===== config.mk =====
export PLATFORM = sky130hd
export DESIGN_NAME = sonic_upstream_gearbox
export DESIGN_NICKNAME = d
export VERILOG_FILES = /design/src/rtl/sonic_gearbox_pkg.sv /design/src/rtl/sonic_upstream_gearbox.sv
export SDC_FILE = /design/constraint.sdc
export NUM_CORES = 1
export LEC_CHECK = 0
export BUFFER_PORTS_ARGS = -buffer_cell sky130_fd_sc_hd__buf_2
export CAP_MARGIN = 20
export CORE_MARGIN = 2
export CORE_UTILIZATION = 59
export DETAILED_ROUTE_END_ITERATION = 7
export PLACE_DENSITY = 0.87
export SYNTH_ARGS = -nofsm -noshare
export SYNTH_HDL_FRONTEND = slang
export SYNTH_SLANG_ARGS = --single-unit

===== constraint.sdc =====
create_clock -name clk -period 5 [get_ports clk]
set_input_delay 0 -clock clk [delete_from_list [all_inputs] [get_ports clk]]
set_output_delay 0 -clock clk [all_outputs]
set_load 0.01 [all_outputs]

===== src/rtl/sonic_gearbox_pkg.sv =====
// Shared definitions for the SONIC upstream (40->64) and downstream (64->40) gearboxes.
package sonic_gearbox_pkg;

  localparam int unsigned PMA_WIDTH        = 40;
  localparam int unsigned XGMII_WORD_WIDTH = 64;
  localparam int unsigned GB_FRAME_WORDS   = 8;

  typedef enum logic [0:0] {
    GB_IDLE,
    GB_RUN
  } gb_state_t;

  typedef logic [6:0] fill_t;

endpackage


===== src/rtl/sonic_upstream_gearbox.sv =====
// Receive gearbox: packs the 40-bit PMA stream LSB-first into 64-bit words for the RX FIFO.
// Optional block-sync bit slip is enabled by defining SONIC_UPSTREAM_GEARBOX_SLIP_EN.
module sonic_upstream_gearbox
  import sonic_gearbox_pkg::*;
#(
  parameter int unsigned INPUT_WIDTH  = PMA_WIDTH,
  parameter int unsigned OUTPUT_WIDTH = XGMII_WORD_WIDTH,
  parameter int unsigned BUF_WIDTH    = 104
) (
  input  logic                    clk,
  input  logic                    reset,
  input  logic                    i_ena,
  input  logic [INPUT_WIDTH-1:0]  i_data_in,
  input  logic                    i_wr_full,
`ifdef SONIC_UPSTREAM_GEARBOX_SLIP_EN
  input  logic                    i_slip,
`endif
  output logic [OUTPUT_WIDTH-1:0] o_data_out,
  output logic                    o_wrreq,
  output logic [2:0]              o_phase,
  output logic                    o_overflow
);

  if (INPUT_WIDTH != 40 || OUTPUT_WIDTH != 64 || BUF_WIDTH != 104) begin : g_param_check
    $error("sonic_upstream_gearbox supports only 40->64 with a 104-bit accumulator");
  end

  gb_state_t               r_state, w_state_next;
  fill_t                   r_fill;
  logic [BUF_WIDTH-1:0]    r_buf;
  logic [2:0]              r_phase;
  logic [OUTPUT_WIDTH-1:0] r_data_out;
  logic                    r_wrreq;
  logic                    r_overflow;

  logic                    w_accept;
  logic                    w_leave;
  logic                    w_slip;
  logic [BUF_WIDTH-1:0]    w_ins;
  logic [BUF_WIDTH-1:0]    w_keep;
  logic [BUF_WIDTH-1:0]    w_buf_next;
  fill_t                   w_add;
  fill_t                   w_sum;
  logic                    w_emit;

`ifdef SONIC_UPSTREAM_GEARBOX_SLIP_EN
  assign w_slip = i_slip;
`else
  assign w_slip = 1'b0;
`endif

  always_comb begin
    w_state_next = r_state;
    w_accept     = 1'b0;
    w_leave      = 1'b0;
    unique case (r_state)
      GB_IDLE: begin
        w_accept = i_ena;
        if (i_ena) w_state_next = GB_RUN;
      end
      GB_RUN: begin
        w_accept = i_ena;
        if (!i_ena) begin
          w_state_next = GB_IDLE;
          w_leave      = 1'b1;
        end
      end
      default: w_state_next = GB_IDLE;
    endcase
  end

  // A slip drops data_in[0], so only 39 bits land above the held fill.
  always_comb begin
    w_ins      = BUF_WIDTH'(w_slip ? (i_data_in >> 1) : i_data_in);
    w_add      = w_slip ? fill_t'(INPUT_WIDTH - 1) : fill_t'(INPUT_WIDTH);
    w_sum      = r_fill + w_add;
    w_keep     = ~({BUF_WIDTH{1'b1}} << r_fill);
    w_buf_next = (r_buf & w_keep) | (w_ins << r_fill);
    w_emit     = (w_sum >= fill_t'(OUTPUT_WIDTH));
  end

  always_ff @(posedge clk or posedge reset) begin
    if (reset) begin
      r_state    <= GB_IDLE;
      r_fill     <= '0;
      r_buf      <= '0;
      r_phase    <= '0;
      r_data_out <= '0;
      r_wrreq    <= 1'b0;
      r_overflow <= 1'b0;
    end else begin
      r_state    <= w_state_next;
      // The sink sees the write on the cycle wrreq is high; full then means a lost word.
      r_overflow <= r_overflow | (r_wrreq & i_wr_full);
      if (w_accept) begin
        r_phase <= r_phase + 3'd1;
        if (w_emit) begin
          r_data_out <= w_buf_next[OUTPUT_WIDTH-1:0];
          r_wrreq    <= 1'b1;
          r_buf      <= w_buf_next >> OUTPUT_WIDTH;
          r_fill     <= w_sum - fill_t'(OUTPUT_WIDTH);
        end else begin
          r_wrreq <= 1'b0;
          r_buf   <= w_buf_next;
          r_fill  <= w_sum;
        end
      end else begin
        r_wrreq <= 1'b0;
        if (w_leave) begin
          r_fill  <= '0;
          r_phase <= '0;
        end
      end
    end
  end

  assign o_data_out = r_data_out;
  assign o_wrreq    = r_wrreq;
  assign o_phase    = r_phase;
  assign o_overflow = r_overflow;

endmodule


### Word-level counts from Yosys, hierarchy flattened

Cells that the tools add are included.

| storage, ports and cells | value |
|---|---|
| output and inout bits | 69 |
| input port bits | 44 |
| flip-flop bits (word level) | 181 |
| word-level logic and storage cells | 31 |

| operators by class | value |
|---|---|
| add/sub/neg operators | 3 |
| mux-type cells | 11 |
| shift operators | 2 |
| magnitude comparators | 1 |
| bitwise gates (word level) | 5 |
| reductions and logical operators | 2 |

Operator list:

| operator | number |
|---|---|
| 104-bit AND | 1 |
| 104-bit two-way mux | 1 |
| 104-bit NOT | 1 |
| 104-bit OR | 1 |
| 104-bit by 7-bit left shift with 104-bit output, first input constant | 1 |
| 40-bit by 7-bit left shift with 104-bit output | 1 |
| 7-bit two-way mux | 3 |
| 7-bit by 6-bit adder with 7-bit output, second input constant | 1 |
| 7-bit greater-or-equal comparator, second input constant | 1 |
| 7-bit subtractor, second input constant | 1 |
| 3-bit two-way mux | 2 |
| 1-bit two-way mux | 5 |
| 3-bit by 1-bit adder with 3-bit output, second input constant | 1 |
| 2-bit AND reduction | 1 |
| 2-bit nonzero test | 1 |
| 1-bit AND | 1 |
| 1-bit OR | 1 |

### Longest topological paths before layout

| depth | value |
|---|---|
| word-level depth | 5 |
| gate-level depth with buffers | 9 |

### Worst setup path after synthesis

No wires, ideal clock.

| path | value |
|---|---|
| path kind | register -> register |
| start | register r_fill[3] |
| end | register r_buf[33] |
| setup time | 0.134 ns |
| arrival time | 1.929 ns |
| setup slack | 2.937 ns |
| stages on the path, launching flop included | 10 |
| period minus slack after synthesis | 2.063 ns |
| cell sequence | dfrtp_1 -> buf_6 -> buf_6 -> inv_1 -> ha_1 -> nor2b_1 -> or3_1 -> clkbuf_1 -> o32ai_1 -> o22ai_1 |

| between the ends | value |
|---|---|
| longest elaborated chain between the ends | 5 |
| elaborated cells between the ends (all ways) | 8 |

RTL lines:

| what | RTL line | text |
|---|---|---|
| from (decl) | sonic_upstream_gearbox.sv:29 | `fill_t r_fill;` |
| from (signal assigned) | sonic_upstream_gearbox.sv:101 | `r_fill <= w_sum - fill_t'(OUTPUT_WIDTH);` |
| from (signal assigned) | sonic_upstream_gearbox.sv:105 | `r_fill <= w_sum;` |
| parallel branches: the longest is 4 deep, another holds 7-bit by 6-bit adder with 7-bit output | -- |  |
| 104-bit two-way mux * | sonic_upstream_gearbox.sv:97 | `if (w_emit) begin` |
| to (signal assigned) | sonic_upstream_gearbox.sv:100 | `r_buf <= w_buf_next >> OUTPUT_WIDTH;` |
| to (signal assigned) | sonic_upstream_gearbox.sv:104 | `r_buf <= w_buf_next;` |
| to (decl) | sonic_upstream_gearbox.sv:30 | `logic [BUF_WIDTH-1:0] r_buf;` |

Mark *: on every way between the ends.
A chain may end at the register's enable or synchronous reset.

### Final worst setup path

| path | value |
|---|---|
| start | register r_fill[4] |
| end | register r_buf[38] |

Same word-level chain as after synthesis.

==> impl_results.md <==
- Synth Flop Type: dfrtp_1
- Clk_skew: 8.82 ps
- Post-Synthesis Cell Area: 9180 µm²
- Final Power: 5.31 mW
- Commonest non-fill, non-tap cells in the layout: 159 x dfrtp_1, 145 x o21ai_0, 112 x buf_2, 55 x o2bb2ai_1, 40 x a21oi_1
- Die height: 129 µm
- # IOs: 113
- Drt pass-1 iters: 8
- Gr ovfl total: 0
- Inserted Clock Buffers: 17
- CP max FO: 29
- Antenna Violating Nets Remaining: 0
- Synth top area cells: dfrtp_1 44%, o21ai_0 7.9%, o2bb2ai_1 5.2%
- Arr. time, crit path: 3320 ps
- Average wire per standard cell: 24.3 µm
- Avg Cell Area, Syn: 10.1 µm²
- Starting DRT DRC Count: 1,634
- Setup crit start kind: flip-flop
- H-Tree Depth: 4
- Critical path class: reg2reg
- CTS tree: done
- Final setup fails: 0
- FFs w/ async S/R, synth: 100%
- Initial Util: 60.4%
- Setup bufs post-CTS: 0
- Syn Inst Count: 907
- Die Span X: 129 µm
- Slew Viols, Final: 0
- Worst-path clk slew: 60 ps
- Fin. Hold Viols: 0
- Core area: 15,200 µm²
- Failing checks: DRC
- CTS sink cnt: 162
- Element type at the critical path end: flip-flop
- P&R area growth vs syn: 14.6%
- Antenna violations before repair: 1
- RePlAce Congestion: 1.00
- Leak Pwr: 4.51 nW
- Final worst path period share: 59.7%
- Maximum vdd drop: 376 µV
- Peak Freq: 0.335 GHz
- Layout Nets: 1,032
- Via count: 8,749
- Clock Path Buffers: 2
- Hold Buf Count CTS: 18
- DRC viols: 28
- Post-synth EDFFs: 0
- Share of cells above drive strength 1: 21.0%
- Synthesized Nets: 956
- Dpl hpwl: 18.5 mm
- Yosys cell types: 64
- Vias per cell: 7.38
- Number of fill cells: 1,115
- Slew headroom: 31.0%
- Max cap viols: 0
- Final setup TNS: 0 ps
- Outcome: finished, violations left
- Synth warn: 0
- Largest net degree at the start of global routing: 111
- Die area: 16,600 µm²
- Worst Tran Pin Value: 1040 ps
- Part of the Yosys area used for sequential elements: 44.2%
- Port Buffer Count: 112
- Area leader, netlist: dfrtp_1
- # rows: 45
- RSZ-0062 raised after global routing: no
- PwrDens: 505 nW/µm²
- Tmin final: 2980 ps
- Gr usage total: 35.2%
- Flip-flop and latch count after synthesis: 162
- CTS Root Cell: clkbuf_16
- Final WL: 28.7 mm
- Worst min path class: in2reg
- Worst EP required: 5340 ps
- Resize count post-CTS: 0
- Vias in the first global route: 8,204
- Synth top area share: 44.2%
- Commonest non-fill, non-tap cell in the layout: dfrtp_1
- Worst skew pair latency: 440 ps
- First-pass GRT wire length: 44.9 mm
==> layout make-up <==
cell class / count / area (µm²) / area share, %
Multi-Input combinational cell: 639 / 4630 / 44.0
Antenna cell: 1 / 2.50 / 0.0238
Inverter: 17 / 68.8 / 0.654
Clock buffer: 18 / 439 / 4.17
Timing Repair Buffer: 146 / 885 / 8.41
Tap cell: 188 / 235 / 2.24
Sequential cell: 162 / 4060 / 38.6
Clock inverter: 14 / 201 / 1.91
==> logic make-up after synthesis <==
kind of cell | count (synthesis) | share of synthesized area (%)
muxes | 57 | 8.83
adders and majority gates | 5 | 0.681
and+or+nand+nor | 155 | 9.36
buffers and inverters | 106 | 5.56
AOI/OAI and AO/OA | 419 | 31.1
xor gates and xnor gates | 3 | 0.286
DFF | 162 | 44.2
==> layer usage <==
metal | vias up | wire (µm) | track usage, %
met1 | 4248 | 11200 | 48.7
met5 | - | 0 | 0
met3 | 134 | 3180 | 9.19
li1 | 3686 | - | -
met4 | 0 | 1280 | 16.0
met2 | 681 | 13000 | 52.6
==> registers in the layout, indices dropped and copies added, names as in the netlist <==
| signal | cells |
|---|---|
| o_wrreq | 1 |
| r_buf | 88 |
| r_state | 1 |
| o_overflow | 1 |
| r_fill | 4 |
| o_data_out | 64 |
| o_phase | 3 |
==> power breakdown <==
group	internal [mW]	switching (mW)
registers	1.73	0.270
clock network	0.857	0.567
logic	0.738	1.16
==> worst paths after layout <==
check | from | to | slack (ps) | cells past startpoint
max | r_fill[4]$_DFFE_PP0P_ | r_buf[38]$_DFFE_PP0P_ | 2020 | 6
min | i_data_in[11] | r_buf[83]$_DFFE_PP0P_ | 30 | 3
max reg2reg | r_fill[4]$_DFFE_PP0P_ | r_buf[38]$_DFFE_PP0P_ | 2020 | 6
min reg2reg | o_overflow$_DFF_PP0_ | o_overflow$_DFF_PP0_ | 450 | 1
max in group asynchronous | reset | r_fill[3]$_DFFE_PP0P_ | 3500 | 5
min in group asynchronous | reset | o_data_out[32]$_DFFE_PP0P_ | 100 | 3
==> critical path: stages, from the launching register on <==
cell      delay [ps]
dfrtp_2          770
clkinv_1         490
ha_1             430
nor2b_1          500
or3_1            400
o32ai_1          150
o22ai_1          150
==> synthesized netlist by cell type (all sizes together) (10+ instances only) <==
cell     number
a21oi        41
buf          40
nor2b        12
mux2i        24
mux4         16
clkbuf       49
o2bb2ai      55
nor2         29
inv          16
dfrtp       162
and2         17
a32oi        16
o211ai       10
a221oi       14
mux2         17
nand3        12
o22ai        17
a22o         31
o21ai       155
nand2        39
==> metrics by stage <==
| step | worst slack (ps) | hold slack, ps | cells | instance area, µm² | util, % |
|---|---|---|---|---|---|
| after floorplan | 623 | 31.4 | 907 | 9180 | - |
| after global placement | 2200 | 205 | 1131 | 9650 | 63.5 |
| after detailed placement | 2150 | 207 | 1132 | 9660 | 63.5 |
| after CTS | 2130 | 1.35 | 1182 | 10500 | 68.9 |
| after global routing | 1830 | 33.5 | 1185 | 10500 | 69.2 |
| final | 2020 | 27.8 | 1185 | 10500 | 69.2 |
Power figures use the tool's default switching activity.
